File: config.mk
export PLATFORM = sky130hd
export DESIGN_NAME = sev_seg_page_sched_flat
export DESIGN_NICKNAME = d
export VERILOG_FILES = /design/src/rtl/sev_seg_page_sched_if.sv /design/src/rtl/sev_seg_page_sched.sv /design/src/flat_wrapper.sv
export SDC_FILE = /design/constraint.sdc
export NUM_CORES = 1
export LEC_CHECK = 0
export CAP_MARGIN = 20
export CORE_ASPECT_RATIO = 0.75
export CORE_MARGIN = 2
export CORE_UTILIZATION = 55
export CTS_CLUSTER_DIAMETER = 50
export DETAILED_ROUTE_END_ITERATION = 10
export PLACE_DENSITY = 0.89
export SETUP_SLACK_MARGIN = 0.15
export SLEW_MARGIN = 20
export SYNTH_ARGS = -nofsm -noshare
export SYNTH_HDL_FRONTEND = slang
export SYNTH_SLANG_ARGS = --single-unit
File: constraint.sdc
create_clock -name sys_clk -period 6.74 [get_ports sys_clk]
set_input_delay 1.011 -clock sys_clk [delete_from_list [all_inputs] [get_ports sys_clk]]
set_output_delay 1.011 -clock sys_clk [all_outputs]
set_load 0.01 [all_outputs]
File: src/rtl/sev_seg_page_sched_if.sv
// Signal bundle between the page scheduler and its surroundings: page sources,
// user controls, the alert handshake and the seven-segment driver outputs.
interface sev_seg_page_sched_if;
    logic [15:0] src0_data;
    logic [15:0] src1_data;
    logic [15:0] src2_data;
    logic [15:0] src3_data;
    logic [3:0]  src_valid;
    logic        auto_en;
    logic        btn_next;
    logic        alert_req;
    logic [15:0] alert_data;
    logic        alert_ack;
    logic [15:0] disp_data;
    logic        disp_shadow_zero;
    logic        disp_blank;
    logic [1:0]  page_idx;
    logic        alert_active;

    modport master (
        output src0_data, src1_data, src2_data, src3_data, src_valid,
        output auto_en, btn_next, alert_req, alert_data,
        input  alert_ack, disp_data, disp_shadow_zero, disp_blank,
        input  page_idx, alert_active
    );

    modport slave (
        input  src0_data, src1_data, src2_data, src3_data, src_valid,
        input  auto_en, btn_next, alert_req, alert_data,
        output alert_ack, disp_data, disp_shadow_zero, disp_blank,
        output page_idx, alert_active
    );
endinterface

File: src/rtl/sev_seg_page_sched.sv
// Page scheduler for a 4-digit seven-segment display: rotates through valid pages
// and pre-empts them with timed alerts. Define SEVSEG_ALERT_BLINK_EN to blink alerts.
module sev_seg_page_sched #(
    parameter int unsigned DWELL_CYCLES = 50_000_000,
    parameter int unsigned ALERT_CYCLES = 100_000_000,
    parameter int unsigned BLINK_CYCLES = 12_500_000
) (
    input logic                 sys_clk,
    input logic                 sys_rst,
    sev_seg_page_sched_if.slave bus
);

    typedef enum logic [1:0] {
        IDLE    = 2'd0,
        SHOW    = 2'd1,
        ADVANCE = 2'd2,
        ALERT   = 2'd3
    } state_t;

    localparam logic [31:0] DWELL_LAST = 32'(DWELL_CYCLES - 1);
    localparam logic [31:0] ALERT_LAST = 32'(ALERT_CYCLES - 1);

    if (DWELL_CYCLES < 1 || ALERT_CYCLES < 1 || BLINK_CYCLES < 1) begin : g_param_check
        $error("sev_seg_page_sched: cycle parameters must be at least 1");
    end

    state_t      state_reg, state_next;
    logic [1:0]  page_reg, page_next;
    logic [31:0] dwell_reg, dwell_next;
    logic [31:0] alert_cnt_reg, alert_cnt_next;
    logic [15:0] alert_latch_reg, alert_latch_next;
    logic [15:0] disp_reg, disp_next;
    logic        shadow_reg, shadow_next;
    logic        blank_reg, blank_next;
    logic        ack_reg, ack_next;
    logic        active_reg, active_next;
`ifdef SEVSEG_ALERT_BLINK_EN
    localparam logic [31:0] BLINK_LAST = 32'(BLINK_CYCLES - 1);
    logic [31:0] blink_cnt_reg, blink_cnt_next;
`endif

    logic [15:0] src_arr [4];
    logic [1:0]  cand_idx [4];
    logic [3:0]  cand_ok;
    logic [1:0]  sel_idx;
    logic        any_valid;
    logic        take_alert;
    logic        leave_show;

    assign src_arr[0] = bus.src0_data;
    assign src_arr[1] = bus.src1_data;
    assign src_arr[2] = bus.src2_data;
    assign src_arr[3] = bus.src3_data;

    // Candidate gi is gi+1 pages after the current one; the last wraps back onto
    // the current page so a lone valid page is re-selected.
    for (genvar gi = 0; gi < 4; gi++) begin : g_cand
        assign cand_idx[gi] = page_reg + 2'(gi + 1);
        assign cand_ok[gi]  = bus.src_valid[cand_idx[gi]];
    end

    always_comb begin
        sel_idx = page_reg;
        for (int i = 3; i >= 0; i--) begin
            if (cand_ok[i]) begin
                sel_idx = cand_idx[i];
            end
        end
    end

    assign any_valid  = |bus.src_valid;
    assign take_alert = bus.alert_req && (state_reg == SHOW || state_reg == ADVANCE);
    assign leave_show = bus.btn_next || !bus.src_valid[page_reg] ||
                        (bus.auto_en && dwell_reg == DWELL_LAST);

    always_ff @(posedge sys_clk) begin
        if (sys_rst) begin
            state_reg       <= IDLE;
            page_reg        <= 2'd3;
            dwell_reg       <= '0;
            alert_cnt_reg   <= '0;
            alert_latch_reg <= '0;
            disp_reg        <= '0;
            shadow_reg      <= 1'b1;
            blank_reg       <= 1'b1;
            ack_reg         <= 1'b0;
            active_reg      <= 1'b0;
`ifdef SEVSEG_ALERT_BLINK_EN
            blink_cnt_reg   <= '0;
`endif
        end else begin
            state_reg       <= state_next;
            page_reg        <= page_next;
            dwell_reg       <= dwell_next;
            alert_cnt_reg   <= alert_cnt_next;
            alert_latch_reg <= alert_latch_next;
            disp_reg        <= disp_next;
            shadow_reg      <= shadow_next;
            blank_reg       <= blank_next;
            ack_reg         <= ack_next;
            active_reg      <= active_next;
`ifdef SEVSEG_ALERT_BLINK_EN
            blink_cnt_reg   <= blink_cnt_next;
`endif
        end
    end

    // Outputs are computed for the state being entered, so they are registered
    // alongside it and never lag the FSM by a cycle.
    always_comb begin
        state_next       = state_reg;
        page_next        = page_reg;
        dwell_next       = dwell_reg;
        alert_cnt_next   = alert_cnt_reg;
        alert_latch_next = alert_latch_reg;
        disp_next        = disp_reg;
        shadow_next      = 1'b1;
        blank_next       = 1'b0;
        ack_next         = 1'b0;
        active_next      = 1'b0;
`ifdef SEVSEG_ALERT_BLINK_EN
        blink_cnt_next   = blink_cnt_reg;
`endif
        if (take_alert) begin
            state_next       = ALERT;
            alert_latch_next = bus.alert_data;
            alert_cnt_next   = '0;
            disp_next        = bus.alert_data;
            shadow_next      = 1'b0;
            ack_next         = 1'b1;
            active_next      = 1'b1;
`ifdef SEVSEG_ALERT_BLINK_EN
            blink_cnt_next   = '0;
`endif
        end else begin
            case (state_reg)
                IDLE: begin
                    state_next = ADVANCE;
                    disp_next  = '0;
                    blank_next = 1'b1;
                end
                ADVANCE: begin
                    if (!any_valid) begin
                        disp_next  = '0;
                        blank_next = 1'b1;
                    end else begin
                        state_next = SHOW;
                        page_next  = sel_idx;
                        dwell_next = '0;
                        disp_next  = src_arr[sel_idx];
                    end
                end
                SHOW: begin
                    disp_next = src_arr[page_reg];
                    if (leave_show) begin
                        state_next = ADVANCE;
                        dwell_next = '0;
                    end else if (bus.auto_en) begin
                        dwell_next = dwell_reg + 32'd1;
                    end
                end
                ALERT: begin
                    if (alert_cnt_reg == ALERT_LAST) begin
                        state_next     = SHOW;
                        alert_cnt_next = '0;
                        dwell_next     = '0;
                        disp_next      = src_arr[page_reg];
                    end else begin
                        alert_cnt_next = alert_cnt_reg + 32'd1;
                        disp_next      = alert_latch_reg;
                        shadow_next    = 1'b0;
                        active_next    = 1'b1;
`ifdef SEVSEG_ALERT_BLINK_EN
                        if (blink_cnt_reg == BLINK_LAST) begin
                            blink_cnt_next = '0;
                            blank_next     = ~blank_reg;
                        end else begin
                            blink_cnt_next = blink_cnt_reg + 32'd1;
                            blank_next     = blank_reg;
                        end
`endif
                    end
                end
                default: begin
                    state_next = IDLE;
                end
            endcase
        end
    end

    assign bus.disp_data        = disp_reg;
    assign bus.disp_shadow_zero = shadow_reg;
    assign bus.disp_blank       = blank_reg;
    assign bus.alert_ack        = ack_reg;
    assign bus.alert_active     = active_reg;
    assign bus.page_idx         = page_reg;

endmodule

File: src/flat_wrapper.sv
// flat-port wrapper written by rule: the top's interface ports become plain ports
module sev_seg_page_sched_flat 
#(
    parameter int unsigned DWELL_CYCLES = 50_000_000,
    parameter int unsigned ALERT_CYCLES = 100_000_000,
    parameter int unsigned BLINK_CYCLES = 12_500_000
)
  (sys_clk, sys_rst, bus_src0_data, bus_src1_data, bus_src2_data, bus_src3_data, bus_src_valid, bus_auto_en, bus_btn_next, bus_alert_req, bus_alert_data, bus_alert_ack, bus_disp_data, bus_disp_shadow_zero, bus_disp_blank, bus_page_idx, bus_alert_active);
  sev_seg_page_sched_if bus_i ();
  input logic sys_clk;
  input logic sys_rst;
  input wire logic [$bits(bus_i.src0_data)-1:0] bus_src0_data;
  input wire logic [$bits(bus_i.src1_data)-1:0] bus_src1_data;
  input wire logic [$bits(bus_i.src2_data)-1:0] bus_src2_data;
  input wire logic [$bits(bus_i.src3_data)-1:0] bus_src3_data;
  input wire logic [$bits(bus_i.src_valid)-1:0] bus_src_valid;
  input wire logic [$bits(bus_i.auto_en)-1:0] bus_auto_en;
  input wire logic [$bits(bus_i.btn_next)-1:0] bus_btn_next;
  input wire logic [$bits(bus_i.alert_req)-1:0] bus_alert_req;
  input wire logic [$bits(bus_i.alert_data)-1:0] bus_alert_data;
  output wire logic [$bits(bus_i.alert_ack)-1:0] bus_alert_ack;
  output wire logic [$bits(bus_i.disp_data)-1:0] bus_disp_data;
  output wire logic [$bits(bus_i.disp_shadow_zero)-1:0] bus_disp_shadow_zero;
  output wire logic [$bits(bus_i.disp_blank)-1:0] bus_disp_blank;
  output wire logic [$bits(bus_i.page_idx)-1:0] bus_page_idx;
  output wire logic [$bits(bus_i.alert_active)-1:0] bus_alert_active;
  assign bus_i.src0_data = bus_src0_data;
  assign bus_i.src1_data = bus_src1_data;
  assign bus_i.src2_data = bus_src2_data;
  assign bus_i.src3_data = bus_src3_data;
  assign bus_i.src_valid = bus_src_valid;
  assign bus_i.auto_en = bus_auto_en;
  assign bus_i.btn_next = bus_btn_next;
  assign bus_i.alert_req = bus_alert_req;
  assign bus_i.alert_data = bus_alert_data;
  assign bus_alert_ack = bus_i.alert_ack;
  assign bus_disp_data = bus_i.disp_data;
  assign bus_disp_shadow_zero = bus_i.disp_shadow_zero;
  assign bus_disp_blank = bus_i.disp_blank;
  assign bus_page_idx = bus_i.page_idx;
  assign bus_alert_active = bus_i.alert_active;
  sev_seg_page_sched #(.DWELL_CYCLES(DWELL_CYCLES), .ALERT_CYCLES(ALERT_CYCLES), .BLINK_CYCLES(BLINK_CYCLES)) u_core (.sys_clk(sys_clk), .sys_rst(sys_rst), .bus(bus_i));
endmodule
==> results, run 1 <==
- Counting both buffers and inverters, the worst setup path holds a total of 1.
- A synthesized cell averages 8.89 µm².
- The most utilized layer in the global route result is met2.
- On the final layout, the worst clock skew is 9.21 ps.
- Yosys mapped a number of flops with a built-in enable equal to 0.
- The total power divided by cell area is between 300 and 400 nW/µm².
- The repair_antennas step left the layout with diodes totalling 0.
- The kind of capture point of the worst setup path is a flip-flop.
- The shortest period the worst path allows is ~3600 ps.
- The number of buffers on the longest clock path is 2.
- The number of gates resized after CTS was 0.
- The largest net degree at the start of global routing is 33.
- Global routing used 28.3% of the available tracks across all layers.
- The type of the worst setup path is in2reg.
- For this run, global-route usage on met1 was measured as between 30% and 40%.
- The biggest fanout along the worst timing path is 27.
- The most repeated cell in the gate-level netlist after synthesis is dfxtp_1.
- The clock slew at the register clock pins of the worst setup and hold paths is around 70 ps.
- The critical path goes through clkdlybuf4s50_1 > or3_1 > nor2_2 > a221oi_1 > o21ai_0.
- The data required time of the worst path is ~7000 ps.
- TritonCTS built the clock tree.
- The overall power consumption is 2.24 mW.
- The H-tree was split into 3 levels.
- The initial detailed-routing violation count is 512.
- Ranked by total cell area, the synthesized netlist is headed by dfxtp_1 (36%), mux4_2 (6.6%), mux2i_1 (5.9%).
- The relative slew slack is about a quarter.
- After floorplanning, the core was sized to cover between 10000 and 15000 µm².
- The final number of hold-violating endpoints came to 0.
- The multi-input gate area in the final layout is ~3500 µm².
- The sequential cell area is ~2100 µm².
- Broken down by cell family, the worst path's largest delay share belongs to simple AND/OR/NAND/NOR gates.
- The number of warnings printed during yosys synthesis is 0.
- Setup repair after global routing left no endpoint under its margin.
- The first global-routing pass estimated 25700 µm of wire.
- Setup violations remaining at the end of the flow were counted as 0.
- The post-route setup TNS is 0 ps.
- The number of post-CTS setup repair buffers is 0.
- In the global route stage, met2 resource usage came out at between 40 and 50%.
- The top flip-flop cell by instance count after synthesis is dfxtp_1.
- Buffers placed on the I/O ports in this run total 110.
- The slowest library cell on the worst path is clkdlybuf4s50_1.
- The area added between synthesis and finish is 25.7%.
- Dividing the detail-routed wire length by the instance count gives about 18 µm.
- The floorplan step defined a die boundary enclosing 11300 µm².
- The launching element type of the critical path is an input port.
- Wires add up to around 16000 µm.
- The number of slew-limit violations in the final report is 0.
- The number of routed nets with antenna violations is 0.
- The cell type with the highest aggregate area in the netlist is dfxtp_1.
- The launching instance or port of the critical path is sys_rst.
- The share of post-route cells with drive strength above 1 is around 8.7%.
- The number of remaining DRC errors is 0.
- The number of nets at the end of the flow is 830.
- Summed over all nets, the half-perimeter wirelength after detailed placement is between 10000 and 15000 µm.
- The share of flip-flops with an asynchronous set or reset is 0%.
- The count of vias placed by the detailed router is around 5500.
- The largest single stage delay on the critical path is roughly 900 ps.
- In this run the vertical extent of the chip is ~93 µm.
- The worst min-delay path startpoint is u_core.alert_latch_reg[14]$_SDFFE_PP0P_.
- The largest voltage drop on the vdd net is slightly below 200 µV.
- The first detailed-routing pass ran for 5 iterations.
- The post-detailed-route via-to-cell ratio is between 6 and 7.
- The clock net in this run drives a total of about 100 sinks.
- The area share of the largest cell type after synthesis is a little over a third.
- In this run the critical register-to-register path is launched from u_core.bus.page_idx[1]$_SDFFE_PP1P_.
- The register area share after synthesis is between 30% and 40%.
- The die is between 100 and 150 µm wide.
- The cell area that synthesis handed to floorplanning was about 5800 µm².
- The clock insertion delay at the later pin of the skew report is approximately 350 ps.
- The tree is rooted in a clkbuf_16.
- At the end of routability-driven placement, the weighted congestion stood at 0.882.
- The filler cell count in the final layout is 762.
- The transition time of the tightest slew-check pin is 1140 ps.
- The synthesized netlist contains between 40 and 50 unique library cells.
- The analysis attributes to cell leakage a power of about 2.4 nW.
- Hold repair after CTS inserted 0 buffers.
- During I/O placement, the number of pins put on the boundary was approximately 110.
- The initial antenna violation count is 0.
- After global routing the overflow that remains totals 0.
- For this run, the top clock speed supported by timing is roughly 280 MHz.
- The worst hold-check path type is reg2reg.
- The clock buffer count from CTS is 9.
- The cell count after synthesis is 649.
- The met3 layer usage reported by global route is ~5.2%.
- Of the available clock period, the critical path in the final layout requires between 50% and 60%.
- The flow ran to the end, and the final reports show no timing, DRC or antenna violations.
- The tool flagged a number of max-cap violations equal to 0.
- The floorplan has 32 rows.
- The number of global-route vias before repair is approximately 5400.
- The initial standard-cell utilization of the core is between 50% and 60%.
- By count the netlist is led by dfxtp_1 (104), nand2_1 (66), nor2_1 (52).
- The arrival time at the worst endpoint is 3850 ps.
- The post-synthesis register bit count is 104.
- The number of nets handed over by synthesis was 745.
-- final timing paths --
path	end	slack, ps	cells past startpoint
worst max-delay path	u_core.bus.disp_data[7]$_SDFF_PP0_	3160	5
worst min-delay path	u_core.alert_latch_reg[14]$_SDFFE_PP0P_	460	2
worst max register to register	u_core.dwell_reg[30]$_SDFFE_PP0P_	3450	6
worst min register to register	u_core.alert_latch_reg[14]$_SDFFE_PP0P_	460	2
-- stage by stage --
stage          instance area [µm²]  utilization (%)  hold slack, ps  instances  worst slack [ps]
5_1_grt                       7260             70.8             473        875              3000
2_1_floorplan                 5770                -             436        649              3790
3_5_place_dp                  6920             67.6             447        859              2620
6_report                      7260             70.8             461        875              3160
4_1_cts                       7240             70.7             456        875              2950
3_3_place_gp                  6920             67.6             442        859              2770
-- placed cells by master, fill, tap and decap left out, drive strengths merged, types with 4 or more instances in the layout --
master | synthesis | routed
a21oi | 43 | 43
a221oi | 17 | 17
and2 | 8 | 8
and3 | 7 | 7
and4 | 9 | 9
buf | 13 | 4
clkbuf | 27 | 12
clkdlybuf4s50 | 0 | 110
dfxtp | 104 | 104
ha | 7 | 7
inv | 10 | 10
mux2 | 17 | 17
mux2i | 34 | 34
mux4 | 17 | 17
nand2 | 66 | 66
nand3 | 15 | 15
nand4 | 20 | 20
nor2 | 52 | 52
nor3 | 6 | 6
nor3b | 18 | 18
nor4 | 20 | 20
o21ai | 33 | 33
o31ai | 5 | 5
or3 | 22 | 22
or4 | 8 | 8
xnor2 | 22 | 22
xor2 | 19 | 19
-- worst min-delay path: stages (launching register included) --
cell and delay [ps]:
dfxtp_1 310, nand2_1 50, a21oi_1 50
-- metal layers --
| layer | up-vias | routed length (µm) |
|---|---|---|
| met5 | - | 0 |
| met1 | 2618 | 6870 |
| met3 | 35 | 1060 |
| met2 | 238 | 7740 |
| met4 | 0 | 398 |
| li1 | 2577 | - |
-- kinds of logic (layout without fill, tap and decap cells) --
kind of cell | after synthesis | in the layout | share of synthesized area, %
muxes | 68 | 68 | 15.9
and+or+nand+nor | 267 | 267 | 25.0
adders and majority gates | 7 | 7 | 1.52
xor gates and xnor gates | 41 | 41 | 6.22
buffers and inverters | 50 | 140 | 3.51
AOI/OAI and AO/OA | 112 | 112 | 11.8
DFF | 104 | 104 | 36.1
-- final cells by class --
type                            instances  area share [%]
Multi-Input combinational cell        495            48.5
Sequential cell                       104            28.7
Timing Repair Buffer                  114            15.6
Clock buffer                           12            3.67
Tap cell                              136            2.35
Clock inverter                          4           0.707
Inverter                               10           0.517
-- power breakdown --
group | leakage [nW] | switching (mW) | total (mW) | internal [mW]
registers | 0.843 | 0.0640 | 0.758 | 0.694
logic | 1.44 | 0.492 | 0.932 | 0.440
clock network | 0.155 | 0.229 | 0.547 | 0.318
total | 2.44 | 0.785 | 2.24 | 1.45
Note: power is estimated with default switching activity, not from simulation.
==> run 2: changes to the inputs <==
--- a/config.mk
+++ b/config.mk
@@ -8,10 +8,10 @@
 export CAP_MARGIN = 20
 export CORE_ASPECT_RATIO = 0.75
 export CORE_MARGIN = 2
-export CORE_UTILIZATION = 55
+export CORE_UTILIZATION = 53
 export CTS_CLUSTER_DIAMETER = 50
 export DETAILED_ROUTE_END_ITERATION = 10
-export PLACE_DENSITY = 0.89
+export PLACE_DENSITY = 0.86
 export SETUP_SLACK_MARGIN = 0.15
 export SLEW_MARGIN = 20
 export SYNTH_ARGS = -nofsm -noshare
==> constraint.sdc (replaced) <==
create_clock -name sys_clk -period 3.4 [get_ports sys_clk]
set_input_delay 0.51 -clock sys_clk [delete_from_list [all_inputs] [get_ports sys_clk]]
set_output_delay 0.51 -clock sys_clk [all_outputs]
set_load 0.01 [all_outputs]
==> results, run 2 (same netlist as run 1, synthesis figures left out) <==
- The cell leakage power is approximately 2.5 nW.
- For the pin with the worst max-slew slack, the measured transition is 1020 ps.
- At the end of routability-driven placement, the weighted congestion stood at 0.905.
- The number of nets at the end of the flow is roughly 840.
- The floorplan step defined a die boundary enclosing 11700 µm².
- For this run, the slowest stage of the critical path takes slightly below 700 ps.
- The clock slew at the register clock pins of the worst setup and hold paths is approximately 70 ps.
- The placed standard-cell area is 7040 µm².
- The level count of the clock H-tree is 3.
- The initial antenna violation count is 0.
- The worst hold endpoint is u_core.alert_latch_reg[6]$_SDFFE_PP0P_.
- The worst hold-check path type is reg2reg.
- Entering global routing, the biggest net connects 33 pins.
- The final number of hold-violating endpoints came to 0.
- The largest voltage drop on the vdd net is between 300 and 400 µV.
- The overall power consumption is between 4 and 5 mW.
- The ratio of final minimum period to clock period is roughly four fifths.
- Cells with a size suffix above 1 make up between 10% and 20% of the layout.
- The arrival time at the worst endpoint is 3010 ps.
- The critical register-to-register path endpoint is u_core.dwell_reg[30]$_SDFFE_PP0P_.
- For this configuration, the core starts out at a cell density of between 50% and 60%.
- The clock insertion delay at the later pin of the skew report is 360 ps.
- The initial detailed-routing violation count is around 410.
- The number of port buffers is between 100 and 150.
- Counting along the longest clock path gives a buffer depth of 2.
- Setup repair after global routing left no endpoint under its margin.
- The number of iterations in the first detailed-routing pass is 5.
- The biggest fanout along the worst timing path is 10.
- After the flow finishes, the layout carries non-filler instances totaling around 890.
- The clock tree from TritonCTS is built.
- The depth of the worst register-to-register path is 7.
- Counting tap cells, the placed design contains a total of between 800 and 900 instances.
- The number of post-CTS setup repair buffers is 0.
- Across the routed clock network, the largest skew measured is approximately 10 ps.
- The critical path is of the in2reg type.
- Dividing the detail-routed wire length by the instance count gives ~18 µm.
- The post-route cell area is between 7000 and 8000 µm².
- Clock tree synthesis selected as its root buffer the cell clkbuf_16.
- Counting stages on the worst path, the most repeated cell is or4_1.
- The slowest stage of the critical path is the or4_1 cell.
- The total stage count of the critical path is 7.
- For the worst setup path, the data required time is roughly 3700 ps.
- The worst hold path was traced through 2 stages.
- In this run the core area contains 32 standard-cell rows.
- The area growth from synthesis to layout is 27.2%.
- The signal on the critical path passes through clkdlybuf4s50_1 > nor4_1 > a21o_1 > a211o_1 > or4_1 > or4_1 > a21oi_1.
- The I/O pin total is ~110.
- The vertical die dimension is between 90 and 100 µm.
- The largest delay contributor family on the critical path is simple AND/OR/NAND/NOR gates.
- The number of slew-limit violations in the final report is 0.
- The count of buffering cells on the critical path with inverters included is 1.
- In the layout the commonest cells are clkdlybuf4s50_1 (110), dfxtp_1 (104), nand2_1 (66).
- The antenna cell count is 0.
- The routed wire length is 15900 µm.
- The clock drives between 100 and 150 sinks.
- The startpoint of the worst-slack reg-to-reg timing path is u_core.state_reg[0]$_SDFFE_PP0P_.
- For this run, the top clock speed supported by timing is between 300 and 400 MHz.
- STA classifies the critical path startpoint as an input port.
- The number of setup violations in the final report is 0.
- The clock buffer count from CTS is 9.
- The floorplan step defined a core boundary enclosing around 10000 µm².
- The startpoint identified for the worst hold timing path is u_core.alert_latch_reg[6]$_SDFFE_PP0P_.
- The post-route setup TNS is 0 ps.
- The global-route usage over all layers is 26.9%.
- The shortest period the worst path allows is 2720 ps.
- The number of gates resized after CTS was 0.
- Dividing the detail-routed via count by the number of cells gives slightly above 6.
- The number of global-route vias before repair was ~5400.
- The placed wire-length estimate is roughly 12000 µm.
- STA classifies the critical path endpoint as a flip-flop.
- At the end of the flow the core is filled with cells to between 70% and 80%.
- The number of remaining DRC errors is 0.
- The filler cell count in the final layout is ~760.
- The flow ran to the end, and the final reports show no timing, DRC or antenna violations.
- In this run the power density over the cells is roughly 600 nW/µm².
- The global route total overflow is 0.
- The relative slew slack is 32.2%.
- The first global-routing pass estimated 25900 µm of wire.
- The count of vias placed by the detailed router is approximately 5400.
- The max-cap check violation count is 0.
- The slack of the worst reg-to-reg path is 680 ps.
- Leaving out fill and tap cells, the most frequent cell in the layout is clkdlybuf4s50_1.
- The number of routed nets with antenna violations is 0.
- In this run the horizontal extent of the chip is approximately 120 µm.
- The number of buffers inserted for hold repair after clock tree synthesis is 0.
-- run 2: worst max path at each step --
| stage | from | end | slack, ps |
|---|---|---|---|
| after floorplan | u_core.state_reg[0]$_SDFFE_PP0P_ | u_core.dwell_reg[30]$_SDFFE_PP0P_ | 770 |
| after global placement | bus_src_valid[1] | u_core.dwell_reg[30]$_SDFFE_PP0P_ | 380 |
| after detailed placement | bus_src_valid[1] | u_core.dwell_reg[31]$_SDFFE_PP0P_ | 320 |
| after CTS | u_core.state_reg[0]$_SDFFE_PP0P_ | u_core.bus.disp_data[9]$_SDFF_PP0_ | 480 |
| after global routing | u_core.state_reg[0]$_SDFFE_PP0P_ | u_core.dwell_reg[30]$_SDFFE_PP0P_ | 510 |
| final | bus_src_valid[1] | u_core.dwell_reg[30]$_SDFFE_PP0P_ | 680 |
-- run 2: worst reg2reg max path, cell delays in order, from the launching register on --
cell     delay [ps]
dfxtp_1         400
inv_1           100
ha_1            320
and2_1          240
a211o_1         320
or4_1           680
or4_1           440
a21oi_1         150
-- run 2: through the flow --
| step | hold slack, ps | setup slack (ps) |
|---|---|---|
| 2_1_floorplan | 436 | 770 |
| 3_3_place_gp | 441 | 379 |
| 3_5_place_dp | 451 | 316 |
| 4_1_cts | 459 | 481 |
| 5_1_grt | 472 | 513 |
| 6_report | 466 | 680 |
-- run 2: report_power, final --
part / leakage [nW] / internal [mW] / switching, mW
registers: 0.843 / 1.37 / 0.0801
clock network: 0.144 / 0.521 / 0.509
logic: 1.51 / 0.966 / 1.05
-- run 2: layer usage --
metal	vias to the layer above	track usage, %	share of wire (%)
met2	212	46.2	49
li1	2601	-	-
met5	-	0	0
met1	2618	35.0	44
met4	0	7.87	1.1
met3	18	5.10	6.5
-- run 2: cell type report --
type	instances	area, µm²	share of cell area (%)
multi-input combinational	495	3510	47.8
tap	136	170	2.32
clock buffer	9	225	3.07
clock inverter	7	72.6	0.988
inverter	10	37.5	0.511
timing repair buffer	128	1250	17.0
sequential	104	2080	28.4
